**config.mk**
```make
export PLATFORM = sky130hd
export DESIGN_NAME = ps2_host_tx
export DESIGN_NICKNAME = d
export VERILOG_FILES = /design/src/rtl/ps2_host_tx.sv
export SDC_FILE = /design/constraint.sdc
export NUM_CORES = 1
export LEC_CHECK = 0
export ABC_AREA = 1
export CAP_MARGIN = 20
export CORE_AREA = 2 2 70 88
export CTS_CLUSTER_SIZE = 24
export DETAILED_ROUTE_END_ITERATION = 7
export DIE_AREA = 0 0 72 90
export PLACE_DENSITY_LB_ADDON = 0.25
export SLEW_MARGIN = 10
export SYNTH_ARGS = -nofsm -noshare
export SYNTH_HDL_FRONTEND = slang
export SYNTH_SLANG_ARGS = --single-unit
```
**constraint.sdc**
```tcl
create_clock -name clk -period 1.91 [get_ports clk]
set_clock_uncertainty 0.05 [all_clocks]
set_input_delay 0.382 -clock clk [delete_from_list [all_inputs] [get_ports clk]]
set_output_delay 0.382 -clock clk [all_outputs]
set_load 0.1 [all_outputs]
```
**src/rtl/ps2_host_tx.sv**
```systemverilog
// PS/2 host-to-device transmitter: inhibits the bus, issues a start bit and shifts one
// odd-parity command byte out on device clock falls, then checks the device ACK.
module ps2_host_tx #(
  parameter int INHIBIT_CYCLES = 6000,
  parameter int TIMEOUT_CYCLES = 750000
) (
  input  logic       clk,
  input  logic       reset,
  input  logic       tx_valid,
  input  logic [7:0] tx_data,
  output logic       tx_ready,
  output logic       busy,
  output logic       tx_done,
  output logic       tx_error,
  input  logic       ps2_clk_in,
  input  logic       ps2_dat_in,
  output logic       ps2_clk_drive_low,
  output logic       ps2_dat_drive_low
);

  localparam int INH_W = (INHIBIT_CYCLES > 1) ? $clog2(INHIBIT_CYCLES) : 1;
  localparam int TMO_W = (TIMEOUT_CYCLES > 1) ? $clog2(TIMEOUT_CYCLES) : 1;
  localparam logic [INH_W-1:0] INH_LAST = INH_W'(INHIBIT_CYCLES - 1);
  localparam logic [TMO_W-1:0] TMO_LAST = TMO_W'(TIMEOUT_CYCLES - 1);

  typedef enum logic [2:0] {
    ST_IDLE      = 3'd0,
    ST_INHIBIT   = 3'd1,
    ST_START     = 3'd2,
    ST_DATA      = 3'd3,
    ST_STOP      = 3'd4,
    ST_ACK       = 3'd5,
    ST_WAIT_IDLE = 3'd6
  } state_t;

  function automatic logic odd_parity(input logic [7:0] data);
    return ~^data;
  endfunction

  logic             clk_meta_r, sync_clk_r, sync_clk_prev_r;
  logic             dat_meta_r, sync_dat_r;
  logic             fe_s, tmo_active_s, timeout_s;
  state_t           state_r, state_s;
  logic [8:0]       shift_r, shift_s;
  logic [3:0]       bit_idx_r, bit_idx_s;
  logic [INH_W-1:0] inh_cnt_r, inh_cnt_s;
  logic [TMO_W-1:0] tmo_cnt_r, tmo_cnt_s;
  logic             dat_drive_s, done_s, error_s;

  assign fe_s         = sync_clk_prev_r & ~sync_clk_r;
  assign tmo_active_s = (state_r != ST_IDLE) && (state_r != ST_INHIBIT);
  assign timeout_s    = tmo_active_s && (tmo_cnt_r == TMO_LAST);

  // Two-flop synchronizers; reset to the idle-high bus level so no false fall appears.
  always_ff @(posedge clk) begin
    if (!reset) begin
      clk_meta_r      <= 1'b1;
      sync_clk_r      <= 1'b1;
      sync_clk_prev_r <= 1'b1;
      dat_meta_r      <= 1'b1;
      sync_dat_r      <= 1'b1;
    end else begin
      clk_meta_r      <= ps2_clk_in;
      sync_clk_r      <= clk_meta_r;
      sync_clk_prev_r <= sync_clk_r;
      dat_meta_r      <= ps2_dat_in;
      sync_dat_r      <= dat_meta_r;
    end
  end

  // Next-state, datapath and pulse decode; the timeout branch is taken before any fall.
  always_comb begin
    state_s     = state_r;
    shift_s     = shift_r;
    bit_idx_s   = bit_idx_r;
    inh_cnt_s   = inh_cnt_r;
    tmo_cnt_s   = tmo_active_s ? (tmo_cnt_r + TMO_W'(1)) : {TMO_W{1'b0}};
    dat_drive_s = ps2_dat_drive_low;
    done_s      = 1'b0;
    error_s     = 1'b0;
    if (timeout_s) begin
      state_s     = ST_IDLE;
      dat_drive_s = 1'b0;
      error_s     = 1'b1;
    end else begin
      case (state_r)
        ST_IDLE: begin
          dat_drive_s = 1'b0;
          if (tx_valid && tx_ready) begin
            state_s   = ST_INHIBIT;
            shift_s   = {odd_parity(tx_data), tx_data};
            inh_cnt_s = {INH_W{1'b0}};
            bit_idx_s = 4'd0;
          end else begin
            state_s = ST_IDLE;
          end
        end
        ST_INHIBIT: begin
          dat_drive_s = 1'b0;
          if (inh_cnt_r == INH_LAST) begin
            state_s     = ST_START;
            dat_drive_s = 1'b1;
          end else begin
            inh_cnt_s = inh_cnt_r + INH_W'(1);
          end
        end
        ST_START: begin
          if (fe_s) begin
            dat_drive_s = ~shift_r[0];
            bit_idx_s   = 4'd1;
            state_s     = ST_DATA;
          end else begin
            dat_drive_s = 1'b1;
          end
        end
        ST_DATA: begin
          // Index 8 is the parity bit, driven on the ninth fall.
          if (fe_s) begin
            dat_drive_s = ~shift_r[bit_idx_r];
            bit_idx_s   = bit_idx_r + 4'd1;
            if (bit_idx_r == 4'd8) begin
              state_s = ST_STOP;
            end else begin
              state_s = ST_DATA;
            end
          end else begin
            state_s = ST_DATA;
          end
        end
        ST_STOP: begin
          if (fe_s) begin
            dat_drive_s = 1'b0;
            state_s     = ST_ACK;
          end else begin
            state_s = ST_STOP;
          end
        end
        ST_ACK: begin
          if (fe_s) begin
            if (!sync_dat_r) begin
              state_s = ST_WAIT_IDLE;
            end else begin
              error_s = 1'b1;
              state_s = ST_IDLE;
            end
          end else begin
            state_s = ST_ACK;
          end
        end
        ST_WAIT_IDLE: begin
          if (sync_clk_r && sync_dat_r) begin
            done_s  = 1'b1;
            state_s = ST_IDLE;
          end else begin
            state_s = ST_WAIT_IDLE;
          end
        end
        default: begin
          state_s     = ST_IDLE;
          dat_drive_s = 1'b0;
        end
      endcase
    end
  end

  // State, datapath and registered outputs, all decoded from the next state.
  always_ff @(posedge clk) begin
    if (!reset) begin
      state_r           <= ST_IDLE;
      shift_r           <= 9'd0;
      bit_idx_r         <= 4'd0;
      inh_cnt_r         <= {INH_W{1'b0}};
      tmo_cnt_r         <= {TMO_W{1'b0}};
      tx_ready          <= 1'b1;
      busy              <= 1'b0;
      tx_done           <= 1'b0;
      tx_error          <= 1'b0;
      ps2_clk_drive_low <= 1'b0;
      ps2_dat_drive_low <= 1'b0;
    end else begin
      state_r           <= state_s;
      shift_r           <= shift_s;
      bit_idx_r         <= bit_idx_s;
      inh_cnt_r         <= inh_cnt_s;
      tmo_cnt_r         <= tmo_cnt_s;
      tx_ready          <= (state_s == ST_IDLE);
      busy              <= (state_s != ST_IDLE);
      tx_done           <= done_s;
      tx_error          <= error_s;
      ps2_clk_drive_low <= (state_s == ST_INHIBIT);
      ps2_dat_drive_low <= dat_drive_s;
    end
  end

endmodule

```
* After elaboration in Yosys (flattened, before gate mapping) *
Index checks and enable logic that the tools add are counted.
Widths: inputs -> output; s select.

word-level totals
  register bits = 60
  input bits = 13
  output and inout bits = 6
  logic and storage cells = 93

cells by class
  add/subtract/negate cells = 3
  order comparisons = 1
  eq/ne operators = 16
  muxes and demuxes = 30
  bitwise gates (word level) = 8
  reductions and logical operators = 19

operators by type and width
  operator               number
  $mux 13                2
  $pmux 13 s2            1
  $mux 3                 8
  $pmux 3 s7             1
  $add 20x1->20 const B  1
  $eq 20x20->1 const B   1
  $add 13x1->13 const B  1
  $eq 13x13->1 const B   1
  $mux 1                 12
  $mux 4                 3
  $pmux 4 s3             1
  $ne 2x2->1 const B     5
  $eq 3x3->1 const B     3
  $reduce_bool 3->1      3
  $reduce_xnor 8->1      1
  $not 1->1              7
  $eq 3x1->1 const B     2
  $eq 3x2->1 const B     2
  $logic_not 3->1        2
  $reduce_and 3->1       2
  $lt 4x5->1 const B     1
  $pmux 1 s5             1
  $reduce_and 5->1       1
  $add 4x1->4 const B    1
  other kinds (10)       14

* Logic depth before layout (Yosys ltp) *
  depth after elaboration = 6
  gate-level depth with buffers = 11
  gate-level depth less buffers = 11

* Least setup slack after synthesis *
No wires, ideal clock.

  kind = register to register
  from = reg tx_ready
  to = reg shift_r[8]
  library setup time = 0.115 ns
  arrival = 1.730 ns
  data required time = 1.745 ns
  setup slack = 0.015 ns
  cell stages (with the launch flop) = 8
  path buffers = 2
  period minus slack after synthesis = 1.895 ns
  cells stage by stage = dfxtp_1 nand2_1 inv_1 nand3_1 clkbuf_1 buf_2 o21ai_0 inv_1

on the way
  cells in the longest elaborated chain, start to end = 2

RTL lines
  element                     line  source
  from (decl)                 11    output logic tx_ready,
  from (signal assigned)      186   tx_ready <= (state_s == ST_IDLE);
  $logic_and 1x1->1           89    if (tx_valid && tx_ready) begin
  $reduce_and 3->1 (no line)  n/a
  to (signal assigned)        182   shift_r <= shift_s;
  to (decl)                   44    logic [8:0] shift_r, shift_s;

No other way between the ends.
A chain may end at the register's enable or synchronous reset.

* Worst setup path after layout *
  from = reg tmo_cnt_r[1]
  to = reg inh_cnt_r[1]

on the way
  cells in the longest elaborated chain, start to end = 4

RTL lines
  element                     line  source
  from (decl)                 47    logic [TMO_W-1:0] tmo_cnt_r, tmo_cnt_s;
  from (signal assigned)      173   tmo_cnt_r <= {TMO_W{1'b0}};
  from (signal assigned)      185   tmo_cnt_r <= tmo_cnt_s;
  $eq 20x20->1                52    assign timeout_s = tmo_active_s && (tmo_cnt_r == TMO_LAST);
  $logic_and 1x1->1           52
  $not 1->1 (no line)         n/a
  $reduce_and 4->1 (no line)  n/a
  to (signal assigned)        172   inh_cnt_r <= {INH_W{1'b0}};
  to (signal assigned)        184   inh_cnt_r <= inh_cnt_s;
  to (decl)                   46    logic [INH_W-1:0] inh_cnt_r, inh_cnt_s;

No other way between the ends.

==> key figures <==
Global routing
  • GR peak layer: met2
  • Global-route wire length before repair: between 10,000 and 15,000 um
  • Overflow after GRT: 0
  • Vias in the first global route: 2,914
  • Met2 Use GR: 39.2%
  • Initial antenna violation count: 0
  • M3 GR Usage: 6.84%
  • Maximum number of pins on one net before global-route repair: 20
  • GRT Overall Usage: 23.6%
  • M1 GR Usage: 27.8%

Clock network
  • CTS Buffer Depth: 2
  • CTS tree: done
  • CTS sink count: 60
  • CTS Buf Count: 9
  • CTS H-tree lvls: 3
  • Root buf cell: clkbuf_8
  • Number of buffers added for setup after CTS: 0
  • Worst-path clk slew: roughly 0.060 ns
  • Worst-Skew Late Latency: 0.34 ns

Drt
  • Vias per Instance: 5.32
  • DR pass1 iterations: 4
  • Final routed DRC violation total: 0
  • Drt wl/cell: 12.1 um
  • Drt total wl: 7120 um
  • Detailed-route via count: approximately 3,100
  • Antenna Violating Nets Remaining: 0
  • DRT iter0 DRCs: 170

Power and ir drop
  • Sw Ratio: 25.2%
  • Total internal power: 0.00207 W
  • Sequential share of power: ~47%
  • Peak VDD IR: between 500 and 600 uV
  • Combinational power share: 11.0%
  • Clock share of power: 41.6%
  • NetSw: 0.000698 W
  • Pwr Density: 738 nW/um^2
  • Leak Pwr: 1.43 nW
  • Total power: 0.00277 W

Worst setup path
  • Critical path peak fanout: 14
  • WS Path Type: reg2reg
  • Worst EP required: 2.09 ns
  • CP cell instances: ha_2, nand3_1, nor2_1, nand3_1, nor2_1, nor2_2, nand2_4, nand2_1, nand2_1, nor2_1
  • Top cell by count, worst path: nor2_1
  • Critical Path Sink Type: flop
  • Worst path bufs/invs: 0
  • Largest delay share family, worst path: simple AND/OR/NAND/NOR gates
  • Element type at the critical path start: flop
  • CP max-delay cell: dfxtp_1
  • CP peak stage delay: 0.37 ns
  • Crit path arrival time: 1.89 ns

Logic synthesis
  • Syn_area_per_cell: 6.66 um^2
  • Ys Warns: 0
  • Synth Flop Type: dfxtp_1
  • Post-synthesis sequential area ratio: 37.3%
  • Mapped Nets: 501
  • Post-synth top area share: 37.3%
  • Post-synth EDFFs: 0
  • Area leader, netlist: dfxtp_1
  • Netlist cell types: 35
  • Area contributors post-synth: dfxtp_1 (37%), nand2_1 (13%), nand3_1 (7.3%)
  • Fraction of registers with async set/reset: 0%
  • Synth Instances: 484
  • Register bit total from synthesis: 60
  • Post-synthesis cell area: 3220 um^2

STA
  • Actual slew at the worst max-slew pin: 0.400 ns
  • Fmax: 0.587 GHz
  • RSZ-0062 raised after global routing: no
  • Number of hold violations in the final report: 0
  • Setup_tns: 0 ns
  • Fin crit period: approximately 1.7 ns
  • Max Slew Vio Count: 0
  • Period utilisation layout: between 80 and 90%
  • Setup Viol. Count Final: 0
  • Slew HR: 73.3%
  • Final hold slack: 0.362 ns

Min path
  • Tightest Hold Check Type: reg2reg

Placement
  • Gpl congestion: 0.905
  • Buffers added on ports: 18
  • Dpl hpwl: around 5400 um
  • Post-place instance area: 3540 um^2

Final layout
  • Share of cells above drive strength 1: a little over a tenth
  • Synth-to-layout area growth: 16.3%
  • Post-route cell area: 3750 um^2
  • Nets: ~530
  • # diodes: 0
  • Final Util: roughly two thirds
  • Fill count: 493

Floorplanning
  • Row cnt: 31
  • Die width: 72 um
  • Die footprint: 6480 um^2
  • Initial Util: 56.6%
  • Core Box Area: 5700 um^2
  • # IOs: 19
  • Die H: 90 um

Job
  • Max-Cap Viols: 0

Run status
  • Outcome: finished, final reports clean
## worst paths after layout
path | slack, ns | from | cells past startpoint | end
max | 0.21 | tmo_cnt_r[1]$_SDFF_PN0_ | 10 | inh_cnt_r[1]$_SDFFE_PN0P_
min | 0.36 | dat_meta_r$_SDFF_PN1_ | 1 | sync_dat_r$_SDFF_PN1_
max reg2reg | 0.21 | tmo_cnt_r[1]$_SDFF_PN0_ | 10 | inh_cnt_r[1]$_SDFFE_PN0P_
min reg2reg | 0.36 | dat_meta_r$_SDFF_PN1_ | 1 | sync_dat_r$_SDFF_PN1_
## stage by stage
step | cells | worst slack [ns]
2_1_floorplan | 484 | 0.0148
3_3_place_gp | 570 | 0.0885
3_5_place_dp | 570 | 0.0378
4_1_cts | 586 | 0.0666
5_1_grt | 586 | 0.0407
6_report | 586 | 0.206
## layout by cell type, fill, tap and decap left out, types with 3 or more instances in the layout
master,count
inv_1,56
nor2_2,4
o21ai_0,19
xor2_1,10
clkdlybuf4s50_1,12
nor3_1,5
or2_2,6
buf_4,15
nand2_1,112
o21bai_1,3
xnor2_1,7
nand3b_1,3
clkbuf_8,11
nand3_1,47
inv_2,4
nor2_1,61
a21oi_1,44
ha_1,3
dfxtp_1,60
nand4_1,12
## synth_stat cells (3+ instances only)
master	instances
a21oi_1	44
clkbuf_1	6
dfxtp_1	60
ha_1	4
inv_1	56
inv_2	4
nand2_1	112
nand3_1	47
nand3b_1	3
nand4_1	12
nor2_1	62
nor2_2	3
nor3_1	5
o21ai_0	19
o21bai_1	3
or2_2	6
xnor2_1	7
xor2_1	10
## what timing repair did
item	in CTS	in global routing
setup endpoints to repair	0	5
gates resized for setup	0	3
hold buffers	0	0
## kinds of logic (layout without fill, tap and decap cells)
kind of cell / Yosys count / in the layout / share of synthesized area, %
fa+ha+maj: 4 / 4 / 1.55
xor+xnor: 17 / 17 / 4.62
compound gates: 72 / 72 / 11.9
simple gates: 261 / 261 / 36.1
buf+inv: 70 / 106 / 8.54
flops: 60 / 60 / 37.3
## registers in the layout, indices dropped and copies added (netlist names), 3 cells and up
signal,cells
inh_cnt_r,13
shift_r,9
tmo_cnt_r,20
bit_idx_r,4
state_r,3
## final cells by class
type	instances	area [um^2]	area share [%]
multi-input combinational	354	1760	46.9
sequential	60	1200	32.0
timing repair buffer	29	273	7.27
inverter	61	231	6.17
clock buffer	12	155	4.14
tap	66	82.6	2.20
clock inverter	4	47.5	1.27
## power groups by stage
stage / Clock [W] / Sequential, W / Combinational (W)
4_1_cts: 0.00117 / 0.00131 / 0.000306
6_report: 0.00115 / 0.00131 / 0.000304
3_5_place_dp: 0 / 0.00134 / 0.000304
5_1_grt: 0.00122 / 0.00131 / 0.000336
2_1_floorplan: 0 / 0.00138 / 0.000168
3_3_place_gp: 0 / 0.00134 / 0.000297
## routing by layer
layer | vias to the layer above | part of all wire (%)
met5 | - | 0
met4 | 0 | 2.7
met3 | 19 | 3.9
met2 | 61 | 49
met1 | 1407 | 44
li1 | 1631 | -
Power figures use the tool's default switching activity.
